`config.mk`:
```
export PLATFORM = sky130hd
export DESIGN_NAME = alu16_exec
export DESIGN_NICKNAME = d
export VERILOG_FILES = /design/src/rtl/alu16_pkg.sv /design/src/rtl/alu16_ctrl.sv /design/src/rtl/alu16_exec.sv
export SDC_FILE = /design/constraint.sdc
export NUM_CORES = 2
export LEC_CHECK = 0
export ABC_AREA = 1
export CAP_MARGIN = 25
export CORE_MARGIN = 4
export CORE_UTILIZATION = 51
export CTS_BUF_LIST = sky130_fd_sc_hd__clkbuf_4 sky130_fd_sc_hd__clkbuf_8 sky130_fd_sc_hd__clkbuf_16
export DETAILED_ROUTE_END_ITERATION = 6
export GPL_ROUTABILITY_DRIVEN = 0
export PLACE_DENSITY = 0.78
export SETUP_SLACK_MARGIN = 0.05
export SLEW_MARGIN = 20
export SYNTH_ARGS = -nofsm -noshare
export SYNTH_HDL_FRONTEND = slang
export SYNTH_SLANG_ARGS = --single-unit
```
`constraint.sdc`:
```
create_clock -name Clock -period 12.3 [get_ports Clock]
set_clock_uncertainty 0.1 [all_clocks]
set_input_delay 3.69 -clock Clock [delete_from_list [all_inputs] [get_ports Clock]]
set_output_delay 3.69 -clock Clock [all_outputs]
set_load 0.01 [all_outputs]
```
`src/rtl/alu16_pkg.sv`:
```
// Shared constants for the EX/MEM slice of the 16-bit CPU:
// ALUOp codes, opcodes, ALUCtrl encodings and default data-memory depth.
package alu16_pkg;

   localparam logic [1:0] ALUOP_MEM   = 2'b00;
   localparam logic [1:0] ALUOP_BEQ   = 2'b01;
   localparam logic [1:0] ALUOP_RTYPE = 2'b10;
   localparam logic [1:0] ALUOP_ITYPE = 2'b11;

   localparam logic [3:0] OPC_R0   = 4'b0000;
   localparam logic [3:0] OPC_R1   = 4'b0001;
   localparam logic [3:0] OPC_ADDI = 4'b0010;
   localparam logic [3:0] OPC_SUBI = 4'b0011;
   localparam logic [3:0] OPC_SLTI = 4'b0100;
   localparam logic [3:0] OPC_ANDI = 4'b0101;
   localparam logic [3:0] OPC_ORI  = 4'b0110;
   localparam logic [3:0] OPC_XORI = 4'b0111;

   localparam logic [3:0] CTRL_AND = 4'b0000;
   localparam logic [3:0] CTRL_OR  = 4'b0001;
   localparam logic [3:0] CTRL_ADD = 4'b0010;
   localparam logic [3:0] CTRL_SUB = 4'b1010;
   localparam logic [3:0] CTRL_SLT = 4'b1011;
   localparam logic [3:0] CTRL_XOR = 4'b0100;
   localparam logic [3:0] CTRL_NOR = 4'b0101;
   localparam logic [3:0] CTRL_SLL = 4'b0110;
   localparam logic [3:0] CTRL_SRL = 4'b0111;

   localparam logic [2:0] OP_AND = 3'b000;
   localparam logic [2:0] OP_OR  = 3'b001;
   localparam logic [2:0] OP_ADD = 3'b010;
   localparam logic [2:0] OP_SLT = 3'b011;
   localparam logic [2:0] OP_XOR = 3'b100;
   localparam logic [2:0] OP_NOR = 3'b101;
   localparam logic [2:0] OP_SLL = 3'b110;
   localparam logic [2:0] OP_SRL = 3'b111;

   localparam int DMEM_DEPTH = 256;

endpackage

```
`src/rtl/alu16_ctrl.sv`:
```
// ALU-control decoder: ALUOp/Funct/Opcode -> 4-bit ALUCtrl.
// Every undefined combination falls back to ADD.
module alu16_ctrl
   import alu16_pkg::*;
(
   input  logic [1:0] alu_op,
   input  logic [1:0] funct,
   input  logic [3:0] opcode,
   output logic [3:0] alu_ctrl
);

   logic [3:0] r_ctrl;
   logic [3:0] i_ctrl;

   always_comb begin
      r_ctrl = CTRL_ADD;
      if (opcode == OPC_R0) begin
         unique case (funct)
            2'b00: r_ctrl = CTRL_ADD;
            2'b01: r_ctrl = CTRL_SUB;
            2'b10: r_ctrl = CTRL_SLT;
            2'b11: r_ctrl = CTRL_AND;
         endcase
      end else if (opcode == OPC_R1) begin
         unique case (funct)
            2'b00: r_ctrl = CTRL_OR;
            2'b01: r_ctrl = CTRL_XOR;
            2'b10: r_ctrl = CTRL_SLL;
            2'b11: r_ctrl = CTRL_SRL;
         endcase
      end
   end

   always_comb begin
      i_ctrl = CTRL_ADD;
      case (opcode)
         OPC_ADDI: i_ctrl = CTRL_ADD;
         OPC_SUBI: i_ctrl = CTRL_SUB;
         OPC_SLTI: i_ctrl = CTRL_SLT;
         OPC_ANDI: i_ctrl = CTRL_AND;
         OPC_ORI:  i_ctrl = CTRL_OR;
         OPC_XORI: i_ctrl = CTRL_XOR;
         default:  i_ctrl = CTRL_ADD;
      endcase
   end

   always_comb begin
      alu_ctrl = CTRL_ADD;
      unique case (alu_op)
         ALUOP_MEM:   alu_ctrl = CTRL_ADD;
         ALUOP_BEQ:   alu_ctrl = CTRL_SUB;
         ALUOP_RTYPE: alu_ctrl = r_ctrl;
         ALUOP_ITYPE: alu_ctrl = i_ctrl;
      endcase
   end

endmodule

```
`src/rtl/alu16_exec.sv`:
```
// EX/MEM slice: ALU-control decoder, 16-bit ALU and big-endian byte data memory.
// ALU16_EXEC_SHIFT_EN enables SLL/SRL; without it shift ops yield zero.
module alu16_exec
   import alu16_pkg::*;
#(
   parameter int DMEM_BYTES = DMEM_DEPTH
) (
   input  logic        Clock,
   input  logic        Reset,
   input  logic [1:0]  ALUOp,
   input  logic [1:0]  Funct,
   input  logic [3:0]  Opcode,
   input  logic [15:0] OperandA,
   input  logic [15:0] OperandB,
   input  logic [15:0] StoreData,
   input  logic        MemWrite,
   input  logic        MemRead,
   output logic [3:0]  ALUCtrl,
   output logic [15:0] ALUOut,
   output logic        Zero,
   output logic        Overflow,
   output logic        CarryOut,
   output logic [15:0] MemData
);

   localparam int AW = $clog2(DMEM_BYTES);

   logic        binv;
   logic [2:0]  op;
   logic [15:0] b_eff;
   logic [16:0] sum;
   logic        slt;
   logic [AW-1:0] addr_hi;
   logic [AW-1:0] addr_lo;
   logic [7:0]  mem [DMEM_BYTES];

   alu16_ctrl u_ctrl (
      .alu_op   (ALUOp),
      .funct    (Funct),
      .opcode   (Opcode),
      .alu_ctrl (ALUCtrl)
   );

   assign binv = ALUCtrl[3];
   assign op   = ALUCtrl[2:0];

   // Shared adder: SUB is A + ~B + 1, so CarryOut=1 means no borrow
   always_comb begin
      b_eff = binv ? ~OperandB : OperandB;
      sum   = {1'b0, OperandA} + {1'b0, b_eff} + {16'd0, binv};
      slt   = $signed(OperandA) < $signed(OperandB);
   end

   always_comb begin
      ALUOut   = '0;
      Overflow = 1'b0;
      CarryOut = 1'b0;
      unique case (op)
         OP_AND: ALUOut = OperandA & OperandB;
         OP_OR:  ALUOut = OperandA | OperandB;
         OP_ADD: begin
            ALUOut   = sum[15:0];
            CarryOut = sum[16];
            Overflow = (OperandA[15] == b_eff[15]) &&
                       (sum[15] != OperandA[15]);
         end
         OP_SLT: ALUOut = {15'd0, slt};
         OP_XOR: ALUOut = OperandA ^ OperandB;
         OP_NOR: ALUOut = ~(OperandA | OperandB);
`ifdef ALU16_EXEC_SHIFT_EN
         OP_SLL: ALUOut = OperandA << OperandB[3:0];
         OP_SRL: ALUOut = OperandA >> OperandB[3:0];
`else
         OP_SLL: ALUOut = '0;
         OP_SRL: ALUOut = '0;
`endif
      endcase
   end

   assign Zero = (ALUOut == 16'd0);

   // Bit 0 of the address is ignored; upper bits wrap modulo depth
   assign addr_hi = {ALUOut[AW-1:1], 1'b0};
   assign addr_lo = {ALUOut[AW-1:1], 1'b1};

   always_ff @(posedge Clock) begin
      if (Reset) begin
         for (int i = 0; i < DMEM_BYTES; i++) begin
            mem[i] <= 8'd0;
         end
      end else if (MemWrite) begin
         mem[addr_hi] <= StoreData[15:8];
         mem[addr_lo] <= StoreData[7:0];
      end
   end

   assign MemData = MemRead ? {mem[addr_hi], mem[addr_lo]} : 16'd0;

endmodule

```
# Word-level counts from Yosys, hierarchy flattened
# Memory sizes are Yosys's and may differ from the RTL's.
# Index checks and enable logic that the tools add are counted.
[classes]
n_lt_le_gt_ge = 1
bitwise_logic = 5
n_mux = 22
n_eq_ne = 21
n_reduce_logical = 9
n_addsub = 2
[ops]
columns = ["cell", "n"]
rows = [
  ["$pmux W16 S7", 1],
  ["$pmux W4 S4", 3],
  ["$mux W16", 2],
  ["$mux W8", 4],
  ["$not A16 Y16", 2],
  ["$pmux W4 S5", 1],
  ["$add A16 B16 Y17", 1],
  ["$add A17 B1 Y17", 1],
  ["$and A16 B16 Y16", 1],
  ["$eq A4 B3 Y1 const B", 4],
  ["$logic_not A16 Y1", 1],
  ["$lt A16 B16 Y1", 1],
  ["$or A16 B16 Y16", 1],
  ["$reduce_or A8 Y1", 2],
  ["$xor A16 B16 Y16", 1],
  ["$eq A3 B3 Y1 const B", 4],
  ["$mux W1", 9],
  ["$eq A2 B2 Y1 const B", 4],
  ["$mux W4", 2],
  ["$eq A3 B2 Y1 const B", 2],
  ["$eq A2 B1 Y1 const B", 2],
  ["$eq A4 B1 Y1 const B", 1],
  ["$eq A4 B2 Y1 const B", 1],
  ["$logic_not A2 Y1", 2],
  ["other kinds (7)", 7],
]
[word_totals]
output_inout_bits = 39
ramBits = 2048
word_cells = 61
in_bits = 60
register_bits = 0
memories = 1
[mem_list]
columns = ["memory", "words", "width", "read_ports", "rd_clocked_by_memory_dff", "write_ports", "line", "source"]
rows = [
  ["mem", 256, 8, 2, 0, 256, "alu16_exec.sv:35", "logic [7:0] mem [DMEM_BYTES];"],
]

# Longest topological paths before layout
[logic_depth]
word_depth = 11
depth_mapped = 31
mapped_depth_nobuf = 28

# By module
# A second synthesis with hierarchy kept.
[hier_totals]
hier_cells = 10518
area_unflattened_um2 = 96607.7
[by_module_without_submodules]
columns = ["module", "seq_area_each_um2", "cells_each", "n_inst", "area_each_um2"]
rows = [
  ["alu16_exec", 61499.0, 10467, 1, 96347.4],
  ["alu16_ctrl", 0.0, 51, 1, 260.2],
]

# Worst setup path before layout
# No wires, ideal clock.
[synth_path]
path_kind = "input -> output"
from = "in Funct[0]"
to = "out MemData[14]"
slack_ns = 1.183
arrival_ns = 7.327
cell_stages = 27
t_required_ns = 8.510
n_path_buf = 3
path_cell_list = "inv_1 > ha_1 > nand2_1 > inv_1 > nand3_1 > nand2_1 > nand2_2 > buf_1 > xor2_1 > ha_1 > a21oi_1 > nor2_1 > a211oi_1 > nand2_1 > o21ai_1 > nand2_1 > nand2_2 > nor2_1 > inv_2 > buf_1 > buf_2 > nor2_1 > nor2_1 > nand2_1 > nand2_1 > nand3_1 > nor2_1"
[synth_via]
elab_chain_cells = 10
elab_cells_between_ends = 24
cone_classes = "add/sub: 2; eq/ne: 10; mux: 8; reduce/logical: 3; memory: 1"
[synth_lines]
columns = ["item", "line", "source"]
rows = [
  ["start: declaration", "alu16_exec.sv:11", "input logic [1:0] Funct,"],
  ["$eq A2 B2 Y1, or another cell as far along", "alu16_ctrl.sv:18, alu16_ctrl.sv:25", ""],
  ["$pmux W4 S4, on equally long branches", "alu16_ctrl.sv:18, alu16_ctrl.sv:25", ""],
  ["$mux W4 (*)", "alu16_ctrl.sv:17", "if (opcode == OPC_R0) begin"],
  ["$pmux W4 S4 (*)", "alu16_ctrl.sv:49", "unique case (alu_op)"],
  ["$mux W16 / $pmux W4 S4 (equally long branches)", "alu16_exec.sv:49, alu16_ctrl.sv:49", ""],
  ["$add A16 B16 Y17 / $eq A3 B3 Y1 (equally long branches)", "alu16_exec.sv:50, alu16_exec.sv:58", ""],
  ["$add A17 B1 Y17 / $reduce_or A2 Y1 (equally long branches)", "-", ""],
  ["$pmux W16 S7 (*)", "alu16_exec.sv:58", "unique case (op)"],
  ["$mem_v2 Z256 W8 (*)", "-", ""],
  ["$mux W16 (*)", "alu16_exec.sv:97", "assign MemData = MemRead ? {mem[addr_hi], mem[addr_lo]} : 16'd0;"],
  ["end: declaration", "alu16_exec.sv:23", "output logic [15:0] MemData"],
]
# Mark *: on every way between the ends. The rest lies on a longest branch, timed or not. The select of a mux whose other input is x is not followed.

# Worst setup path in the final report
[layout_path]
from = "in Opcode[2]"
to = "out MemData[6]"
[layout_via]
elab_chain_cells = 10
elab_cells_between_ends = 26
cone_classes = "add/sub: 2; eq/ne: 13; mux: 7; reduce/logical: 3; memory: 1"
[layout_lines]
columns = ["item", "line", "source"]
rows = [
  ["start: declaration", "alu16_exec.sv:12", "input logic [3:0] Opcode,"],
  ["$eq A4 B1 Y1", "alu16_ctrl.sv:24", "end else if (opcode == OPC_R1) begin"],
  ["$mux W4", "alu16_ctrl.sv:24", ""],
  ["$mux W4", "alu16_ctrl.sv:17", ""],
  ["$pmux W4 S4 (*)", "alu16_ctrl.sv:49", ""],
  ["$mux W16", "alu16_exec.sv:49", "b_eff = binv ? ~OperandB : OperandB;"],
  ["$add A16 B16 Y17", "alu16_exec.sv:50", "sum = {1'b0, OperandA} + {1'b0, b_eff} + {16'd0, binv};"],
  ["$add A17 B1 Y17", "alu16_exec.sv:50", ""],
  ["$pmux W16 S7 (*)", "alu16_exec.sv:58", ""],
  ["$mem_v2 Z256 W8 (*)", "-", ""],
  ["$mux W16 (*)", "alu16_exec.sv:97", ""],
]
# Mark *: on every way between the ends. The rest lies on a longest branch, timed or not.

==> impl_metrics.tcl <==
set metrics [dict create \
    viasPerCell 5.86 \
    comb_power_share_pct 28.8 \
    drc 0 \
    hp-class "input port to flop" \
    syn2layout_area_growth_pct 14.9 \
    swShare_pct 33.1 \
    synthArstFlopShare_pct 0 \
    wl_per_cell_um 22.8 \
    fp.dieW_um 444 \
    min_period_over_period_pct 99.0 \
    critPathLaunchType "input port" \
    grt_max_degree 82 \
    clk_path_buf_depth 3 \
    worst_slew_margin_rel_pct 24.7 \
    worstSetupPathType "input port to output pin" \
    synth_ff_type "edfxtp_1" \
    drive_above_1_share_pct 11.0 \
    antenna_found_initial 14 \
    synth_cell_types 48 \
    postRouteAntennaNets 0 \
    die_area_um2 197000 \
    setup_viol 0 \
    fmax_ghz 0.0821 \
    io_buffers 98 \
    grt_overflow 0 \
    initial_utilization_pct 51.5 \
    cp_max_fo 7 \
    worst-slew-pin-transition_ns 1.13 \
    cap_viol_max_count 0 \
    ys_seq_elements 2048 \
    finalCriticalPeriod_ns 12.18 \
    grt_usage_pct 30.0 \
    clockPowerShare_pct 30.6 \
    cts_tree "built" \
    dp_hpwl_um 186000 \
    drtIter0Drc 13100 \
    final_cell_mix "nor2_1 (2993), nand2_1 (2377), edfxtp_1 (2048), o21ai_0 (900), inv_1 (835)" \
    num_vias 78800 \
    regMostFlops "mem" \
    final_common_cell "nor2_1" \
    crit_path_end_kind "output pin" \
    grt_pass1_vias 75100 \
    clk_pin_slew_ns 0.06 \
    cp_data_arrival_time_ns 8.39 \
    final-hold-violation-count 0 \
    irDropWorstVdd_mv 0.182 \
    num_rows 159 \
    slew_violations 0 \
    cp.required_ns 8.51 \
    largest_reg_flops 2048 \
    synth_edf_count 2048 \
    p_leak_nw 47.0 \
    synth_nets 10700 \
    drt_pass1_iterations 7 \
    p_sw_mw 6.67 \
    fin_tns_setup_ns 0 \
    top_regs "mem x2048" \
    status "finished clean" \
    critPathSlowestCell "clkdlybuf4s50_1" \
    internal_power_mw 13.5 \
    cts_made_buffers 200 \
    syn_area_um2 97000 \
    yosysSeqAreaShare_pct 63.4 \
    p_seq_share_pct 40.6 \
    syn-instance-count 10600 \
    cts_htree_levels 4 \
    die_h_um 444 \
    nets 10900 \
    cts_root_buf "clkbuf_16" \
    pin_count 99 \
    core-area_um2 188000 \
    rsz0062_at_grt "false" \
    syn-mean-instance-area_um2 9.14 \
    power_density_nw_per_um2 181 \
    holdBufCountCts 0 \
    yosysWarnings 0 \
    wl_um 307000 \
    fin_util_pct 59.2 \
    slowest_delay_ns 0.53 \
    grt_pass1_wl_um 450000 \
    clkSinkCount 2048 \
]
area by class of cell:
type / instances / area [µm²]
sequential: 2048 / 61500
tap: 2495 / 3120
clock inverter: 130 / 1120
antenna: 11 / 27.5
fill: 14600 / 76900
clock buffer: 236 / 5350
inverter: 874 / 3410
timing repair inverter: 2 / 36.3
timing repair buffer: 703 / 7290
multi-input combinational: 6943 / 29600
critical path: cells and delay by family:
kind | cells | cell delay [ns]
buffers and inverters | 12 | 2.17
and+or+nand+nor | 15 | 1.53
adders and majority gates | 1 | 0.51
AOI/OAI and AO/OA | 2 | 0.26
xor gates and xnor gates | 1 | 0.17
per-layer routing:
metal | GRT usage [%] | routed length, µm
met2 | 46.7 | 138000
met1 | 37.7 | 103000
met3 | 7.85 | 44400
met5 | 0 | 90
met4 | 18.5 | 21200
cell families (layout without fill, tap and decap cells):
kind of cell / Yosys count / in the layout / share of synthesized area (%)
xor gates and xnor gates: 19 / 19 / 0.171
other: 0 / 11 / 0
adders and majority gates: 71 / 71 / 0.923
DFF: 2048 / 2048 / 63.4
AOI/OAI and AO/OA: 1127 / 1127 / 5.94
buffers and inverters: 1623 / 1945 / 6.66
and+or+nand+nor: 5726 / 5726 / 22.9
power groups by stage:
stage / Clock [mW] / Combinational, mW / Sequential [mW]
after CTS: 6.13 / 5.40 / 8.17
after global routing: 6.43 / 6.05 / 8.20
after floorplan: 0 / 2.57 / 8.28
after detailed placement: 0 / 5.05 / 8.32
after global placement: 0 / 4.97 / 8.30
final: 6.17 / 5.81 / 8.18
worst paths after layout:
check	to	cells after the start	slack (ns)	from
hold / removal	mem[108][2]$_SDFFCE_PN0P_	3	3.69	StoreData[10]
setup / recovery	MemData[6]	31	0.12	Opcode[2]
per-stage QoR:
step | instance area [µm²] | cells | hold WS (ns) | power [mW] | worst slack (ns)
6_report | 111000 | 13400 | 3.69 | 20.2 | 0.124
5_1_grt | 111000 | 13400 | 3.70 | 20.7 | 0.00841
4_1_cts | 111000 | 13400 | 3.68 | 19.7 | 0.0471
3_5_place_dp | 103000 | 13000 | 4.56 | 13.4 | -0.865
3_3_place_gp | 103000 | 13000 | 4.54 | 13.3 | -0.831
2_1_floorplan | 97000 | 10600 | 4.01 | 10.8 | 1.18
cells in the mapped netlist (3+ instances only):
| library cell | number | area, µm² |
|---|---|---|
| buf_2 | 162 | 811 |
| a211oi_1 | 5 | 37.5 |
| inv_2 | 17 | 63.8 |
| buf_1 | 40 | 150 |
| nand4_1 | 66 | 413 |
| or2_2 | 6 | 37.5 |
| nor2_1 | 3053 | 11500 |
| nor2_4 | 11 | 124 |
| ha_1 | 70 | 876 |
| edfxtp_1 | 2048 | 61500 |
| clkbuf_1 | 504 | 1890 |
| nand3_1 | 57 | 285 |
| o211ai_1 | 4 | 30.0 |
| a22o_1 | 3 | 26.3 |
| nor3_1 | 3 | 15.0 |
| inv_1 | 856 | 3210 |
| o2111ai_1 | 4 | 35.0 |
| o21ai_0 | 928 | 4640 |
| buf_4 | 41 | 308 |
| nand2_4 | 10 | 113 |
| o21ai_1 | 109 | 546 |
| o21bai_1 | 8 | 60.1 |
| nand2_1 | 2406 | 9030 |
| nor2_2 | 73 | 457 |
| nand3b_1 | 28 | 210 |
| nand2_2 | 7 | 43.8 |
| a21oi_1 | 48 | 240 |
| xor2_1 | 17 | 149 |
repair_timing:
item | in CTS | in global routing
gates cloned | 19 | 5
hold endpoints to repair | 0 | 0
buffers inserted | 26 | 10
pin swaps | 24 | 42
setup endpoints to repair | 16 | 17
gates resized for setup | 145 | 115
Note: power is estimated with default switching activity, not from simulation.
